`config.mk`:
```
export PLATFORM = sky130hd
export DESIGN_NAME = ai_shot_requester
export DESIGN_NICKNAME = d
export VERILOG_FILES = /design/src/rtl/ai_pkg.sv /design/src/rtl/ai_word_pack.sv /design/src/rtl/ai_shot_requester.sv
export SDC_FILE = /design/constraint.sdc
export NUM_CORES = 1
export LEC_CHECK = 0
export CORE_MARGIN = 5
export CORE_UTILIZATION = 53
export DETAILED_ROUTE_END_ITERATION = 7
export PLACE_DENSITY = 0.81
export SYNTH_ARGS = -nofsm -noshare
export SYNTH_HDL_FRONTEND = slang
export SYNTH_HIERARCHICAL = 1
export SYNTH_SLANG_ARGS = --single-unit
```
`constraint.sdc`:
```
create_clock -name clock -period 3.7 [get_ports clock]
set_input_delay 0.74 -clock clock [delete_from_list [all_inputs] [get_ports clock]]
set_output_delay 0.74 -clock clock [all_outputs]
set_load 0.02 [all_outputs]
```
`src/rtl/ai_pkg.sv`:
```
// Shared constants, state encoding and board-index helpers for the shot requester.
package ai_pkg;

  localparam int unsigned BOARD_CELLS = 100;
  localparam int unsigned BOARD_DIM   = 10;

  localparam logic [3:0] AI_ADDR_START  = 4'd0;
  localparam logic [3:0] AI_ADDR_FIRED0 = 4'd1;
  localparam logic [3:0] AI_ADDR_FIRED1 = 4'd2;
  localparam logic [3:0] AI_ADDR_FIRED2 = 4'd3;
  localparam logic [3:0] AI_ADDR_FIRED3 = 4'd4;
  localparam logic [3:0] AI_ADDR_HITS0  = 4'd5;
  localparam logic [3:0] AI_ADDR_HITS1  = 4'd6;
  localparam logic [3:0] AI_ADDR_HITS2  = 4'd7;
  localparam logic [3:0] AI_ADDR_HITS3  = 4'd8;
  localparam logic [3:0] AI_ADDR_SHIPS  = 4'd9;

  typedef enum logic [2:0] {
    ST_IDLE,
    ST_LOAD,
    ST_VERIFY,
    ST_KICK,
    ST_ARM,
    ST_BUSY,
    ST_READ,
    ST_CAPTURE
  } ai_state_e;

  function automatic logic [3:0] cell_row(input logic [6:0] idx);
    return 4'(idx / 7'(BOARD_DIM));
  endfunction

  function automatic logic [3:0] cell_col(input logic [6:0] idx);
    return 4'(idx % 7'(BOARD_DIM));
  endfunction

  function automatic logic cell_valid(input logic [6:0] idx);
    return idx < 7'(BOARD_CELLS);
  endfunction

endpackage

```
`src/rtl/ai_word_pack.sv`:
```
// Maps a board snapshot and a register word address onto the 32-bit bus word
// the accelerator expects at that address; shared by the load and readback paths.
module ai_word_pack
  import ai_pkg::*;
(
  input  logic [99:0] fired_i,
  input  logic [99:0] hits_i,
  input  logic [4:0]  ships_i,
  input  logic [3:0]  ptr_i,
  output logic [31:0] word_o
);

  always_comb begin
    word_o = '0;
    case (ptr_i)
      AI_ADDR_FIRED0: word_o = fired_i[31:0];
      AI_ADDR_FIRED1: word_o = fired_i[63:32];
      AI_ADDR_FIRED2: word_o = fired_i[95:64];
      AI_ADDR_FIRED3: word_o = {28'd0, fired_i[99:96]};
      AI_ADDR_HITS0:  word_o = hits_i[31:0];
      AI_ADDR_HITS1:  word_o = hits_i[63:32];
      AI_ADDR_HITS2:  word_o = hits_i[95:64];
      AI_ADDR_HITS3:  word_o = {28'd0, hits_i[99:96]};
      AI_ADDR_SHIPS:  word_o = {27'd0, ships_i};
      default:        word_o = '0;
    endcase
  end

endmodule

```
`src/rtl/ai_shot_requester.sv`:
```
// Bus master that loads the board snapshot into the density accelerator, kicks it and fetches the chosen cell.
// Define AI_READBACK_CHECK_EN to read back and verify every loaded word before the kick.
module ai_shot_requester
  import ai_pkg::*;
#(
  parameter int unsigned TIMEOUT_CYCLES = 8192,
  parameter int unsigned READ_LATENCY   = 1
) (
  input  logic        clock,
  input  logic        reset_n,
  input  logic        start,
  input  logic [99:0] fired,
  input  logic [99:0] hits,
  input  logic [4:0]  ships,
  output logic [3:0]  addr,
  output logic        write_en,
  output logic        read_en,
  output logic [31:0] wr_data,
  input  logic [31:0] rd_data,
  input  logic        wait_request,
  output logic        busy,
  output logic        done,
  output logic [6:0]  shot_index,
  output logic [3:0]  shot_row,
  output logic [3:0]  shot_col,
  output logic        err
);

  // READ_LATENCY must be at least 1: rd_data is sampled in the cycles after the accepted read.
  localparam int unsigned  TW         = $clog2(TIMEOUT_CYCLES + 1);
  localparam int unsigned  LW         = (READ_LATENCY > 1) ? $clog2(READ_LATENCY) : 1;
  localparam logic [TW-1:0] TIMER_LAST = TW'(TIMEOUT_CYCLES - 1);
  localparam logic [LW-1:0] LAT_LAST   = LW'(READ_LATENCY - 1);

  ai_state_e     state_q, state_d;
  logic [3:0]    ptr_q, ptr_d;
  logic [TW-1:0] timer_q, timer_d;
  logic [LW-1:0] lat_q, lat_d;
  logic [99:0]   fired_q, fired_d;
  logic [99:0]   hits_q, hits_d;
  logic [4:0]    ships_q, ships_d;
  logic [3:0]    addr_q, addr_d;
  logic          write_en_q, write_en_d;
  logic          read_en_q, read_en_d;
  logic [31:0]   wr_data_q, wr_data_d;
  logic          busy_q, busy_d;
  logic          done_q, done_d;
  logic [6:0]    idx_q, idx_d;
  logic [3:0]    row_q, row_d;
  logic [3:0]    col_q, col_d;
  logic          err_q, err_d;

  logic [99:0]   snap_fired;
  logic [99:0]   snap_hits;
  logic [4:0]    snap_ships;
  logic [3:0]    pack_ptr;
  logic [31:0]   pack_word;
  logic          timed;
  logic          progress;
  logic          abort;

  // The packer sees the word that will be on the bus next cycle, so in IDLE it
  // must look at the live inputs that are being captured on this same edge.
  always_comb begin
    snap_fired = fired_q;
    snap_hits  = hits_q;
    snap_ships = ships_q;
    pack_ptr   = ptr_q;
    if (state_q == ST_IDLE) begin
      snap_fired = fired;
      snap_hits  = hits;
      snap_ships = ships;
      pack_ptr   = AI_ADDR_FIRED0;
    end else if (state_q == ST_LOAD && write_en_q && !wait_request) begin
      pack_ptr = ptr_q + 4'd1;
    end
  end

  ai_word_pack u_pack (
    .fired_i (snap_fired),
    .hits_i  (snap_hits),
    .ships_i (snap_ships),
    .ptr_i   (pack_ptr),
    .word_o  (pack_word)
  );

  assign timed = (state_q == ST_LOAD)  || (state_q == ST_VERIFY) ||
                 (state_q == ST_KICK)  || (state_q == ST_ARM)    ||
                 (state_q == ST_BUSY)  || (state_q == ST_READ);

  always_comb begin
    state_d    = state_q;
    ptr_d      = ptr_q;
    lat_d      = lat_q;
    fired_d    = fired_q;
    hits_d     = hits_q;
    ships_d    = ships_q;
    addr_d     = addr_q;
    write_en_d = write_en_q;
    read_en_d  = read_en_q;
    wr_data_d  = wr_data_q;
    busy_d     = busy_q;
    done_d     = 1'b0;
    idx_d      = idx_q;
    row_d      = row_q;
    col_d      = col_q;
    err_d      = err_q;
    progress   = 1'b0;
    abort      = 1'b0;

    case (state_q)
      ST_IDLE: begin
        if (start) begin
          progress   = 1'b1;
          fired_d    = snap_fired;
          hits_d     = snap_hits;
          ships_d    = snap_ships;
          err_d      = 1'b0;
          busy_d     = 1'b1;
          ptr_d      = AI_ADDR_FIRED0;
          addr_d     = AI_ADDR_FIRED0;
          write_en_d = 1'b1;
          wr_data_d  = pack_word;
          state_d    = ST_LOAD;
        end
      end

      ST_LOAD: begin
        if (write_en_q && !wait_request) begin
          progress = 1'b1;
          if (ptr_q == AI_ADDR_SHIPS) begin
`ifdef AI_READBACK_CHECK_EN
            write_en_d = 1'b0;
            read_en_d  = 1'b1;
            ptr_d      = AI_ADDR_FIRED0;
            addr_d     = AI_ADDR_FIRED0;
            state_d    = ST_VERIFY;
`else
            addr_d     = AI_ADDR_START;
            wr_data_d  = '0;
            state_d    = ST_KICK;
`endif
          end else begin
            ptr_d     = ptr_q + 4'd1;
            addr_d    = ptr_q + 4'd1;
            wr_data_d = pack_word;
          end
        end
      end

`ifdef AI_READBACK_CHECK_EN
      // Each word: one accepted read cycle, then READ_LATENCY cycles until its data arrives.
      ST_VERIFY: begin
        if (read_en_q) begin
          if (!wait_request) begin
            progress  = 1'b1;
            read_en_d = 1'b0;
            lat_d     = '0;
          end
        end else if (lat_q == LAT_LAST) begin
          progress = 1'b1;
          if (rd_data != pack_word) begin
            abort = 1'b1;
          end else if (ptr_q == AI_ADDR_SHIPS) begin
            write_en_d = 1'b1;
            addr_d     = AI_ADDR_START;
            wr_data_d  = '0;
            state_d    = ST_KICK;
          end else begin
            ptr_d     = ptr_q + 4'd1;
            addr_d    = ptr_q + 4'd1;
            read_en_d = 1'b1;
          end
        end else begin
          lat_d = lat_q + 1'b1;
        end
      end
`endif

      ST_KICK: begin
        if (write_en_q && !wait_request) begin
          progress   = 1'b1;
          write_en_d = 1'b0;
          state_d    = ST_ARM;
        end
      end

      ST_ARM: begin
        if (wait_request) begin
          progress = 1'b1;
          state_d  = ST_BUSY;
        end
      end

      ST_BUSY: begin
        if (!wait_request) begin
          progress  = 1'b1;
          read_en_d = 1'b1;
          addr_d    = AI_ADDR_START;
          state_d   = ST_READ;
        end
      end

      ST_READ: begin
        if (read_en_q && !wait_request) begin
          progress  = 1'b1;
          read_en_d = 1'b0;
          lat_d     = '0;
          state_d   = ST_CAPTURE;
        end
      end

      ST_CAPTURE: begin
        if (lat_q == LAT_LAST) begin
          idx_d   = rd_data[6:0];
          row_d   = cell_row(rd_data[6:0]);
          col_d   = cell_col(rd_data[6:0]);
          err_d   = err_q | !cell_valid(rd_data[6:0]);
          done_d  = 1'b1;
          busy_d  = 1'b0;
          state_d = ST_IDLE;
        end else begin
          lat_d = lat_q + 1'b1;
        end
      end

      default: state_d = ST_IDLE;
    endcase

    if (timed && !progress && timer_q == TIMER_LAST) begin
      abort = 1'b1;
    end

    if (abort) begin
      write_en_d = 1'b0;
      read_en_d  = 1'b0;
      addr_d     = '0;
      wr_data_d  = '0;
      busy_d     = 1'b0;
      err_d      = 1'b1;
      state_d    = ST_IDLE;
    end

    // Every completed transfer or state change opens a fresh timeout window.
    timer_d = (progress || !timed) ? '0 : timer_q + 1'b1;
  end

`ifndef AI_READBACK_CHECK_EN
  logic unused_rd_bits;
  assign unused_rd_bits = ^rd_data[31:7];
`endif

  always_ff @(posedge clock or negedge reset_n) begin
    if (!reset_n) begin
      state_q    <= ST_IDLE;
      ptr_q      <= '0;
      timer_q    <= '0;
      lat_q      <= '0;
      fired_q    <= '0;
      hits_q     <= '0;
      ships_q    <= '0;
      addr_q     <= '0;
      write_en_q <= 1'b0;
      read_en_q  <= 1'b0;
      wr_data_q  <= '0;
      busy_q     <= 1'b0;
      done_q     <= 1'b0;
      idx_q      <= '0;
      row_q      <= '0;
      col_q      <= '0;
      err_q      <= 1'b0;
    end else begin
      state_q    <= state_d;
      ptr_q      <= ptr_d;
      timer_q    <= timer_d;
      lat_q      <= lat_d;
      fired_q    <= fired_d;
      hits_q     <= hits_d;
      ships_q    <= ships_d;
      addr_q     <= addr_d;
      write_en_q <= write_en_d;
      read_en_q  <= read_en_d;
      wr_data_q  <= wr_data_d;
      busy_q     <= busy_d;
      done_q     <= done_d;
      idx_q      <= idx_d;
      row_q      <= row_d;
      col_q      <= col_d;
      err_q      <= err_d;
    end
  end

  assign addr       = addr_q;
  assign write_en   = write_en_q;
  assign read_en    = read_en_q;
  assign wr_data    = wr_data_q;
  assign busy       = busy_q;
  assign done       = done_q;
  assign shot_index = idx_q;
  assign shot_row   = row_q;
  assign shot_col   = col_q;
  assign err        = err_q;

endmodule

```
-- Word-level counts from Yosys, hierarchy flattened
Index checks and enable logic that the tools add are counted.
- register bits: 283
- input port bits: 241
- output and inout bits: 56
- word-level logic and storage cells: 147
- add/sub/neg operators: 3
- div/mod/pow operators: 2
- $lt $le $gt $ge: 1
- equal/unequal tests: 30
- muxes and demuxes: 57
- bitwise gates (word level): 2
- reduce and logical (&&, ||, !) cells: 35
- operator list (cell ; count):
    one-hot mux 32 bit (9 select lines) ; 1
    two-way mux 100 bit ; 2
    two-way mux 32 bit ; 4
    one-hot mux 32 bit (2 select lines) ; 1
    two-way mux 4 bit ; 9
    two-way mux 3 bit ; 9
    one-hot mux 3 bit (7 select lines) ; 1
    two-way mux 1 bit ; 20
    equality test 4 x 3 -> 1 bit (second input constant) ; 4
    adder 14 x 1 -> 14 bit (second input constant) ; 1
    equality test 14 x 13 -> 1 bit (second input constant) ; 1
    two-way mux 14 bit ; 1
    equality test 3 bit (second input constant) ; 4
    equality test 4 bit (second input constant) ; 3
    inequality test 3 x 2 -> 1 bit (second input constant) ; 4
    inequality test 3 bit (second input constant) ; 4
    one-hot mux 4 bit (3 select lines) ; 1
    AND reduction 3 bit ; 4
    nonzero test 3 bit ; 4
    one-hot mux 1 bit (2 select lines) ; 5
    equality test 4 x 2 -> 1 bit (second input constant) ; 2
    one-hot mux 4 bit (2 select lines) ; 1
    AND reduction 4 bit ; 2
    AND reduction 8 bit ; 1
    22 further kinds ; 41

-- Longest topological paths before layout
Gate-level depths: netlist of run 1.
- depth after elaboration: 11
- mapped depth: 13
- mapped depth without buffers: 9

-- Modules after synthesis
The synthesis of run 1 kept the hierarchy.
- by module, submodules not included (module ; times used ; cells each ; area each (µm²) ; sequential area each (µm²)):
    ai_shot_requester ; 1 ; 1457 ; 13733.2 ; 7031.7
    ai_word_pack ; 1 ; 219 ; 1659.1 ; 0.0

-- Least setup slack after synthesis of run 1
No wires, ideal clock.
- kind: input to register
- start: in wait_request
- end: reg wr_data_q[3], in the netlist wr_data[3]
- library setup time: 0.121 ns
- arrival time: 2.882 ns
- required time: 3.579 ns
- slack: 0.697 ns
- stages on the path: 10
- path buffers: 3
- cell sequence: nor2b_1 -> clkbuf_1 -> nand4_1 -> o21ai_0 -> buf_2 -> buf_6 -> mux4_2 -> a221oi_1 -> o21ai_1 -> a22o_1
- word-level cells in the longest chain between the ends: 10
- elaborated cells between the ends (all ways): 34
- those cells by class: 11 x eq/ne; 14 x mux; 9 x reduce/logical
- RTL lines (what ; line ; source):
    start, declared ; ai_shot_requester.sv:20 ; input logic wait_request,
    zero test 1 bit * ; ai_shot_requester.sv:74 ; end else if (state_q == ST_LOAD && write_en_q && !wait_request) begin
    logical AND 1 bit * ; ai_shot_requester.sv:74 ;
    two-way mux 4 bit * ; ai_shot_requester.sv:74 ;
    two-way mux 4 bit * ; ai_shot_requester.sv:69 ; if (state_q == ST_IDLE) begin
    net pack_ptr[2] ; ai_shot_requester.sv:56 ; logic [3:0] pack_ptr;
    equality test 4 bit (tied with other cells) ; ai_word_pack.sv:15 ; case (ptr_i)
    one-hot mux 32 bit (9 select lines) * ; ai_word_pack.sv:15 ;
    net pack_word[3] ; ai_shot_requester.sv:57 ; logic [31:0] pack_word;
    two-way mux 32 bit ; ai_shot_requester.sv:131 ; if (ptr_q == AI_ADDR_SHIPS) begin
    two-way mux 32 bit ; ai_shot_requester.sv:129 ; if (write_en_q && !wait_request) begin
    one-hot mux 32 bit (2 select lines) * ; ai_shot_requester.sv:111 ; case (state_q)
    two-way mux 32 bit * ; ai_shot_requester.sv:234 ; if (abort) begin
    end signal, assigned ; ai_shot_requester.sv:283 ; wr_data_q <= wr_data_d;
    end, declared ; ai_shot_requester.sv:45 ; logic [31:0] wr_data_q, wr_data_d;
The timed path passes the listed nets; every way through them passes the cells marked *. The select of a mux whose other input is x is not followed.
A chain may end at the register's enable or synchronous reset.

-- Worst setup path after layout of run 1
- start: in wait_request
- end: reg wr_data_q[8], in the netlist wr_data[8]
The elaborated chain is that of the path after synthesis.

==> results.py, run 1 <==
metrics = {
    "outcome": {
        "status": "completed",
    },
    "place": {
        "dpl_worst_slack_ns": -0.04554,
        "gp_congestion": 0.8954,
        "placed_area_mm2": 0.01869,
        "port_buffers": 271,
        "dp_hpwl_um": 33670,
    },
    "power": {
        "clockPowerShare": 0.176,
        "power_w": 0.01891,
        "switching_share": 0.4139,
        "p_int_w": 0.01108,
        "ir_drop_v": 0.0004831,
        "powerDensity_mw_per_mm2": 953.1,
        "seqPwrFrac": 0.284,
        "p_sw_w": 0.007827,
        "combPwrFrac": 0.540,
        "p_leak_nw": 9.075,
    },
    "critical_path": {
        "cp_max_fo": 7,
        "ff2ff_setup_slack_ns": 0.32,
        "startpoint_type": "input port",
        "worst-r2r-cell-count": 9,
        "required_ns": 4.13,
        "path_class": "in2reg",
        "timing.rr.end": "wr_data[8]",
        "crit_start": "wait_request",
        "critical_path_arrival_ns": 3.85,
        "rr_startpoint": "state_q[1]",
        "cp-end-kind": "register",
        "critPathCapture": "wr_data[8]",
    },
    "synthesis": {
        "postSynthAreaPerCell_um2": 9.184,
        "ys_warn_count": 6,
        "synth_common_cells": "652 x nand2_1, 281 x dfrtp_1, 216 x mux2_2, 61 x clkbuf_1, 47 x nor2_1",
        "synth_area_leader_cell": "dfrtp_1",
        "async_flop_share": 1.000,
        "synth_flop_cell": "dfrtp_1",
        "synth_seq_cells": 281,
        "ys_types": 68,
        "synth_edf_count": 0,
        "synth_most_common_cell": "nand2_1",
        "yosysTopAreaCellShare": 0.4568,
        "syn-cell-area_mm2": 0.01539,
        "ys_seq_area_frac": 0.4568,
        "netlist_top_cells_area": "dfrtp_1 46%, nand2_1 16%, mux2_2 16%",
        "netlist_instances": 1676,
        "synth_nets": 1921,
    },
    "timing": {
        "slew_headroom": 0.2718,
        "holdWs_ns": 0.3101,
        "slew_viol_final": 0,
        "worst_slack_ns": 0.2801,
        "finalSetupViolations": 0,
        "rsz0062_at_grt": "no",
        "fmax_ghz": 0.2924,
        "period_share": 0.9243,
        "finClkSkew_ns": 0.02329,
        "fin_crit_ns": 3.420,
        "worst_pin_slew_ns": 1.086,
        "hold_violations": 0,
    },
    "cts": {
        "htreeDepth": 2,
        "cts_hold_buf": 0,
        "root_buffer": "clkbuf_16",
        "cts_setup_buffers": 0,
        "ctsResizeCount": 0,
        "clk_path_buf_depth": 3,
        "clock-sinks": 281,
        "cts_tree": "built",
        "clkTransAtPathRegs_ns": 0.06,
        "insertion_delay_ns": 0.51,
        "numCtsBuffers": 34,
    },
    "cells_and_area": {
        "final_core_util": 0.6913,
        "final_area_mm2": 0.01984,
        "syn2layout_area_growth_pct": 28.91,
        "nets": 2169,
        "drive_above_1_share": 0.1786,
        "fill_cells": 2165,
    },
    "floorplanning": {
        "core_mm2": 0.02870,
        "rows": 62,
        "design.die.area_mm2": 0.03255,
        "start_util": 0.5363,
        "die_w_um": 180.4,
        "die_h_um": 180.4,
        "ios": 297,
    },
    "detailed_routing": {
        "drt-initial-drc-count": 1215,
        "vias_per_cell": 5.748,
        "ant_nets": 0,
        "wl_um": 48050,
        "vias": 13480,
        "wl_per_cell_um": 20.49,
        "drc": 0,
        "dr.pass1.iters": 5,
    },
    "grt": {
        "first_global_vias": 13550,
        "grt_pass1_wl_um": 74420,
        "grt_max_degree": 109,
        "grt_use_total": 0.2852,
        "antenna_found_initial": 22,
        "grt_overflow": 0,
    },
    "job": {
        "maxCapViolCount": 0,
    },
    "min_path": {
        "hp-class": "in2async",
    },
}
metrics by stage:
stage          setup TNS [ns]  std cells
5_1_grt                     0       2343
3_5_place_dp         -0.04554       2272
3_3_place_gp                0       2272
6_report                    0       2345
2_1_floorplan               0       1676
4_1_cts                     0       2332
critical path, stage by stage:
cell and delay [ns]:
clkdlybuf4s50_1 0.44, nor2b_1 0.20, buf_4 0.18, nand3_1 0.18, o21ai_2 0.37, buf_4 0.23, nand2b_1 0.09, nor3_1 0.78
a222oi_1 0.28, o21ai_0 0.18, a22o_1 0.18
area by class of cell:
class | count | area, um^2 | area share
repair buffers | 327 | 3301 | 0.1664
clock buffers | 54 | 1057 | 0.05329
clock inverters | 6 | 65.06 | 0.003279
inverters | 13 | 48.80 | 0.002459
flip-flops and latches | 281 | 7032 | 0.3544
diodes | 13 | 32.53 | 0.001640
well taps | 384 | 480.5 | 0.02421
multi-input cells | 1267 | 7825 | 0.3944
layout by cell type, fill, tap and decap left out, drive strengths merged, types with 40 or more instances in the layout:
| master | synthesis | routed |
|---|---|---|
| a22o | 42 | 42 |
| buf | 54 | 57 |
| clkbuf | 61 | 54 |
| clkdlybuf4s50 | 0 | 270 |
| dfrtp | 281 | 281 |
| mux2 | 216 | 216 |
| mux2i | 40 | 40 |
| nand2 | 652 | 652 |
| nor2 | 47 | 47 |
| o21ai | 47 | 47 |
cell families after synthesis:
family          after synthesis  synth area share
buf+inv                     128           0.03902
fa+ha+maj                     4          0.003252
simple gates                791            0.2087
flops                       281            0.4568
mux                         260            0.1899
xor+xnor                     17          0.009673
compound gates              195           0.09259
flip-flops by register name, indices dropped and copies added, names as in the netlist, 3 cells and up:
register    count
shot_index      7
hits_q        100
addr            4
timer_q        14
wr_data        32
fired_q       100
shot_row        4
ptr_q           4
state_q         3
shot_col        3
ships_q         5
routing by layer:
metal,part of all wire,GRT usage
met2,0.46,0.4488
met5,0.0025,0
met3,0.097,0.08639
met4,0.062,0.1597
met1,0.38,0.3520
worst min path at each step:
stage	start	to	slack (ns)	depth (start not counted)
after floorplan	reset_n	addr[0]	0.44	0
after global placement	shot_index[1]	shot_index[1]	0.46	2
after detailed placement	shot_index[1]	shot_index[1]	0.47	2
after CTS	reset_n	hits_q[42]	0.35	1
after global routing	reset_n	hits_q[49]	0.38	1
final	reset_n	hits_q[49]	0.31	1
power by group through the flow:
stage	Clock [W]	Sequential (W)	Combinational (W)
detailed placement	0	0.00539	0.00999
floorplan	0	0.00541	0.00647
global placement	0	0.00528	0.00973
CTS	0.00336	0.00535	0.0101
global route	0.00350	0.00554	0.0110
finish	0.00333	0.00537	0.0102
(Power assumes the default switching activity.)
==> inputs of run 2 (changes only) <==
--- a/config.mk
+++ b/config.mk
@@ -6,4 +6,5 @@
 export NUM_CORES = 1
 export LEC_CHECK = 0
+export CAP_MARGIN = 10
 export CORE_MARGIN = 5
 export CORE_UTILIZATION = 53
==> constraint.sdc (replaced) <==
create_clock -name clock -period 3.7 [get_ports clock]
set_input_delay 1.11 -clock clock [delete_from_list [all_inputs] [get_ports clock]]
set_output_delay 1.11 -clock clock [all_outputs]
set_load 0.02 [all_outputs]
==> run 2 against run 1 <==
Against the previous run: sequential cell count unchanged; setup slack worse by 0.23 ns; fmax down 6.4%; first-iteration DRC count up 15%; hold slack better by 0.16 ns; non-clock buffer count up 36; utilization up 0.66 points; cell area up 0.95%; sequential share of layout area down 0.33 points; clock power down 6.6%.
==> results.py, run 2 (synthesis results as in run 1) <==
metrics = {
    "floorplanning": {
        "design.die.area_mm2": 0.03255,
        "ios": 297,
        "rows": 62,
        "die_w_um": 180.4,
        "start_util": 0.5363,
        "die_h_um": 180.4,
        "core_mm2": 0.02870,
    },
    "timing": {
        "hold_violations": 0,
        "worst_slack_ns": 0.04583,
        "fmax_ghz": 0.2737,
        "fin_crit_ns": 3.654,
        "slew_headroom": 0.2786,
        "period_share": 0.9876,
        "slew_viol_final": 0,
        "worst_pin_slew_ns": 1.074,
        "finClkSkew_ns": 0.02140,
        "final.setup.tns_ns": 0,
        "rsz0062_at_grt": "no",
        "finalSetupViolations": 0,
    },
    "detailed_routing": {
        "drc": 0,
        "vias": 13620,
        "drt-initial-drc-count": 1393,
        "wl_per_cell_um": 20.23,
        "dr.pass1.iters": 5,
        "ant_nets": 0,
        "wl_um": 48160,
        "vias_per_cell": 5.724,
    },
    "grt": {
        "grt_overflow": 0,
        "grt_use_met2": 0.4659,
        "antenna_found_initial": 20,
        "grt_max_degree": 133,
        "use_met1": 0.3543,
        "use_met3": 0.06964,
        "grt_use_total": 0.2821,
        "first_global_vias": 13440,
        "top_usage_layer": "met2",
        "grt_pass1_wl_um": 74000,
    },
    "cells_and_area": {
        "syn2layout_area_growth_pct": 30.13,
        "layout_commonest_cell": "nand2_1",
        "seq_area_mm2": 0.007032,
        "multi_input_area_mm2": 0.007830,
        "drive_above_1_share": 0.1918,
        "final_cell_mix": "652 x nand2_1, 281 x dfrtp_1, 270 x clkdlybuf4s50_1",
        "final_area_mm2": 0.02003,
        "fill_cells": 2108,
        "nets": 2202,
        "stdcell_count": 2380,
    },
    "power": {
        "ir_drop_v": 0.0005002,
        "p_leak_nw": 9.200,
        "powerDensity_mw_per_mm2": 951.0,
        "power_w": 0.01905,
    },
    "critical_path": {
        "required_ns": 4.21,
        "cp-end-kind": "register",
        "cpMaxStageDelayCell": "nor3_1",
        "startpoint_type": "input port",
        "path_class": "in2reg",
        "crit_chain": "clkdlybuf4s50_1, nor2b_1, buf_4, buf_4, nand3_1, o21ai_0, a21oi_4, buf_12, nand2_1, nor3_1, a22oi_1, o211ai_1, a22o_1",
        "max_stage_delay_ns": 0.82,
        "critical_path_arrival_ns": 4.16,
        "cp_max_fo": 14,
        "path_common_cell": "buf_4",
        "ff2ff_setup_slack_ns": 0.27,
    },
    "cts": {
        "cts_setup_buffers": 0,
        "numCtsBuffers": 31,
        "clock-sinks": 281,
        "insertion_delay_ns": 0.57,
        "htreeDepth": 1,
        "clkTransAtPathRegs_ns": 0.06,
        "root_buffer": "clkbuf_16",
        "cts_tree": "built",
        "clk_path_buf_depth": 3,
    },
    "outcome": {
        "status": "completed",
    },
    "job": {
        "maxCapViolCount": 0,
    },
    "place": {
        "port_buffers": 271,
        "gp_congestion": 0.9105,
        "placed_area_mm2": 0.01897,
        "dp_hpwl_um": 33750,
        "dp_cells": 2308,
        "dpl_worst_slack_ns": -0.3791,
    },
    "min_path": {
        "hp-class": "reg2reg",
    },
}
[run 2: changes by cell type in the layout (fill, tap and decap cells not counted), moves of 2 or more]
| cell | change |
|---|---|
| buf_4 | +35 |
| bufinv_16 | +2 |
| clkbuf_1 | +2 |
| clkbuf_16 | -4 |
| clkbuf_8 | -6 |
| clkinv_2 | +3 |
| diode_2 | +2 |
[run 2: where the power goes]
| group | switching, W | internal [W] | total [W] |
|---|---|---|---|
| Combinational | 0.00572 | 0.00484 | 0.0106 |
| Sequential | 0.000842 | 0.00453 | 0.00538 |
| Clock | 0.00126 | 0.00185 | 0.00311 |
| Total | 0.00783 | 0.0112 | 0.0190 |
[run 2: worst paths after layout]
kind                         startpoint     endpoint  depth (start not counted)
setup / recovery           wait_request  wr_data[13]                         13
hold / removal              shot_row[0]  shot_row[0]                          2
setup reg to reg             state_q[2]  wr_data[13]                          8
hold reg to reg             shot_row[0]  shot_row[0]                          2
max in group asynchronous       reset_n   hits_q[30]                          2
min in group asynchronous       reset_n   hits_q[83]                          1
[run 2: per-stage QoR]
step | hold slack [ns] | utilization
after CTS | 0.4825 | 0.6964
after global placement | 0.4595 | 0.6609
final | 0.4751 | 0.6979
after global routing | 0.4978 | 0.6976
after floorplan | 0.4479 | -
after detailed placement | 0.4689 | 0.6609
[run 2: layout make-up]
| type | count | area share |
|---|---|---|
| antenna | 15 | 0.001874 |
| clock buffer | 46 | 0.04404 |
| clock inverter | 11 | 0.006809 |
| inverter | 13 | 0.002436 |
| multi-input combinational | 1267 | 0.3909 |
| sequential | 281 | 0.3511 |
| tap | 384 | 0.02399 |
| timing repair buffer | 363 | 0.1789 |
[run 2: routing by layer]
layer	up-vias	part of all wire	routed length, um
li1	6252	-	-
met1	6621	0.38	18370
met2	613	0.48	23240
met3	124	0.089	4283
met4	12	0.046	2193
met5	-	0.0015	73
[run 2: repair_timing]
| action | in CTS | in global routing |
|---|---|---|
| gates resized for setup | 0 | 1 |
| endpoints found under the setup margin | 0 | 2 |
| hold buffers | 0 | 0 |
[run 2: worst max-delay path, delay by kind of cell]
kind                   cells  cell delay, ns
and+or+nand+nor            4            1.07
AOI/OAI and AO/OA          5            1.01
buffers and inverters      4            0.96
==> inputs of run 3 (changes only) <==
REMOVE_ABC_BUFFERS = 1   (was default)
==> run 3 against run 2 <==
Against the previous run: cell area down 0.94%; sequential power about the same; sequential cell count unchanged; sequential share of layout area up 0.33 points; largest cell class unchanged; highest routed layer unchanged.
==> results.py, run 3 (synthesis results as in run 1) <==
metrics = {
    "grt": {
        "antenna_found_initial": 11,
        "first_global_vias": 13370,
        "use_met3": 0.07126,
        "grt_max_degree": 100,
        "grt_pass1_wl_um": 69030,
        "grt_use_total": 0.2557,
        "top_usage_layer": "met2",
        "use_met1": 0.3248,
        "grt_use_met2": 0.4219,
        "grt_overflow": 0,
    },
    "cells_and_area": {
        "nets": 2191,
        "final_core_util": 0.6913,
        "layout_commonest_cell": "nand2_1",
        "final_cell_mix": "652 x nand2_1, 281 x dfrtp_1, 270 x clkdlybuf4s50_1",
        "drive_above_1_share": 0.1872,
        "syn2layout_area_growth_pct": 28.91,
    },
    "detailed_routing": {
        "wl_um": 43270,
        "wl_per_cell_um": 18.38,
        "drc": 0,
        "ant_nets": 0,
        "vias_per_cell": 5.617,
        "drt-initial-drc-count": 1012,
        "dr.pass1.iters": 5,
        "vias": 13220,
    },
    "critical_path": {
        "cp-end-kind": "register",
        "path_class": "in2reg",
        "cpMaxStageDelayCell": "nor3_2",
        "crit_chain": "clkdlybuf4s50_1, nor2b_1, buf_4, nand3_1, o21ai_0, a21oi_4, nand2b_1, nor3_2, a222oi_1, o21ai_0, a22o_1",
        "max_stage_delay_ns": 0.85,
        "cp_max_fo": 12,
        "critPathTopFamily": "simple AND/OR/NAND/NOR gates",
        "required_ns": 4.19,
        "startpoint_type": "input port",
        "critical_path_arrival_ns": 3.88,
        "path_common_cell": "o21ai_0",
        "path_buf_inv": 2,
    },
    "timing": {
        "fin_crit_ns": 3.390,
        "period_share": 0.9162,
        "fmax_ghz": 0.2950,
        "slew_headroom": 0.2514,
        "worst_pin_slew_ns": 1.117,
        "hold_violations": 0,
        "slew_viol_final": 0,
        "rsz0062_at_grt": "no",
        "worst_slack_ns": 0.3101,
        "finClkSkew_ns": 0.01160,
        "finalSetupViolations": 0,
    },
    "place": {
        "dp_hpwl_um": 29850,
        "dpl_worst_slack_ns": -0.2083,
        "gp_congestion": 0.8587,
        "port_buffers": 271,
    },
    "min_path": {
        "hp-class": "reg2reg",
    },
    "cts": {
        "clk_path_buf_depth": 3,
        "cts_tree": "built",
        "clkTransAtPathRegs_ns": 0.06,
        "clock-sinks": 281,
        "insertion_delay_ns": 0.56,
        "ctsResizeCount": 0,
        "numCtsBuffers": 30,
        "cts_setup_buffers": 0,
        "cts_hold_buf": 0,
        "htreeDepth": 1,
        "root_buffer": "clkbuf_16",
    },
    "power": {
        "powerDensity_mw_per_mm2": 911.7,
        "power_w": 0.01809,
        "p_leak_nw": 9.124,
        "ir_drop_v": 0.0005100,
    },
    "floorplanning": {
        "rows": 62,
        "design.die.area_mm2": 0.03255,
        "die_h_um": 180.4,
        "die_w_um": 180.4,
        "start_util": 0.5363,
        "core_mm2": 0.02870,
        "ios": 297,
    },
    "job": {
        "maxCapViolCount": 0,
    },
    "outcome": {
        "status": "completed",
    },
}
[run 3: where the power goes]
group	total (W)	internal, W	leakage, nW	switching [W]
clock	0.00290	0.00167	0.474	0.00123
combinational	0.00984	0.00463	5.25	0.00521
sequential	0.00535	0.00453	3.40	0.000812
[run 3: worst register-to-register path: stages, from the launching register on]
cell and delay [ns]:
dfrtp_1 0.56, or3_4 0.63, nand3_1 0.18, o21ai_2 0.09, nand2b_1 0.18, nor3_2 0.85
a222oi_1 0.30, o21ai_0 0.16, a22o_1 0.18
[run 3: path summary, 6_finish.rpt]
| path | from | to | slack, ns | depth (start not counted) |
|---|---|---|---|---|
| min in group asynchronous | reset_n | fired_q[73] | 0.50 | 1 |
| hold reg to reg | shot_index[1] | shot_index[1] | 0.48 | 2 |
| hold / removal | shot_index[1] | shot_index[1] | 0.48 | 2 |
| max in group asynchronous | reset_n | hits_q[95] | 2.30 | 2 |
| setup / recovery | wait_request | wr_data[21] | 0.31 | 11 |
| setup reg to reg | state_q[1] | wr_data[21] | 0.51 | 8 |
[run 3: per-layer routing]
layer	vias up	routed length (um)	part of all wire
met5	-	83	0.0019
met4	14	1651	0.038
met3	123	3844	0.089
met2	495	20540	0.47
met1	6373	17140	0.40
li1	6217	-	-
[run 3: metrics by stage]
stage | cells | hold WS (ns) | setup TNS (ns) | area, um^2
floorplan | 1561 | 0.4479 | -2968.38 | 14840
global placement | 2298 | 0.4603 | -1.165 | 18890
detailed placement | 2298 | 0.4704 | -2.214 | 18890
CTS | 2350 | 0.4796 | 0 | 19830
global route | 2354 | 0.5070 | 0 | 19840
finish | 2354 | 0.4785 | 0 | 19840
[run 3: layout make-up]
class                   instances  area (um^2)
multi-input cells            1267         7833
well taps                     384        480.5
inverters                      13        48.80
clock buffers                  45        908.4
diodes                          4        10.01
fillers                      2190         8860
clock inverters                 7        35.03
repair buffers                353         3496
flip-flops and latches        281         7032
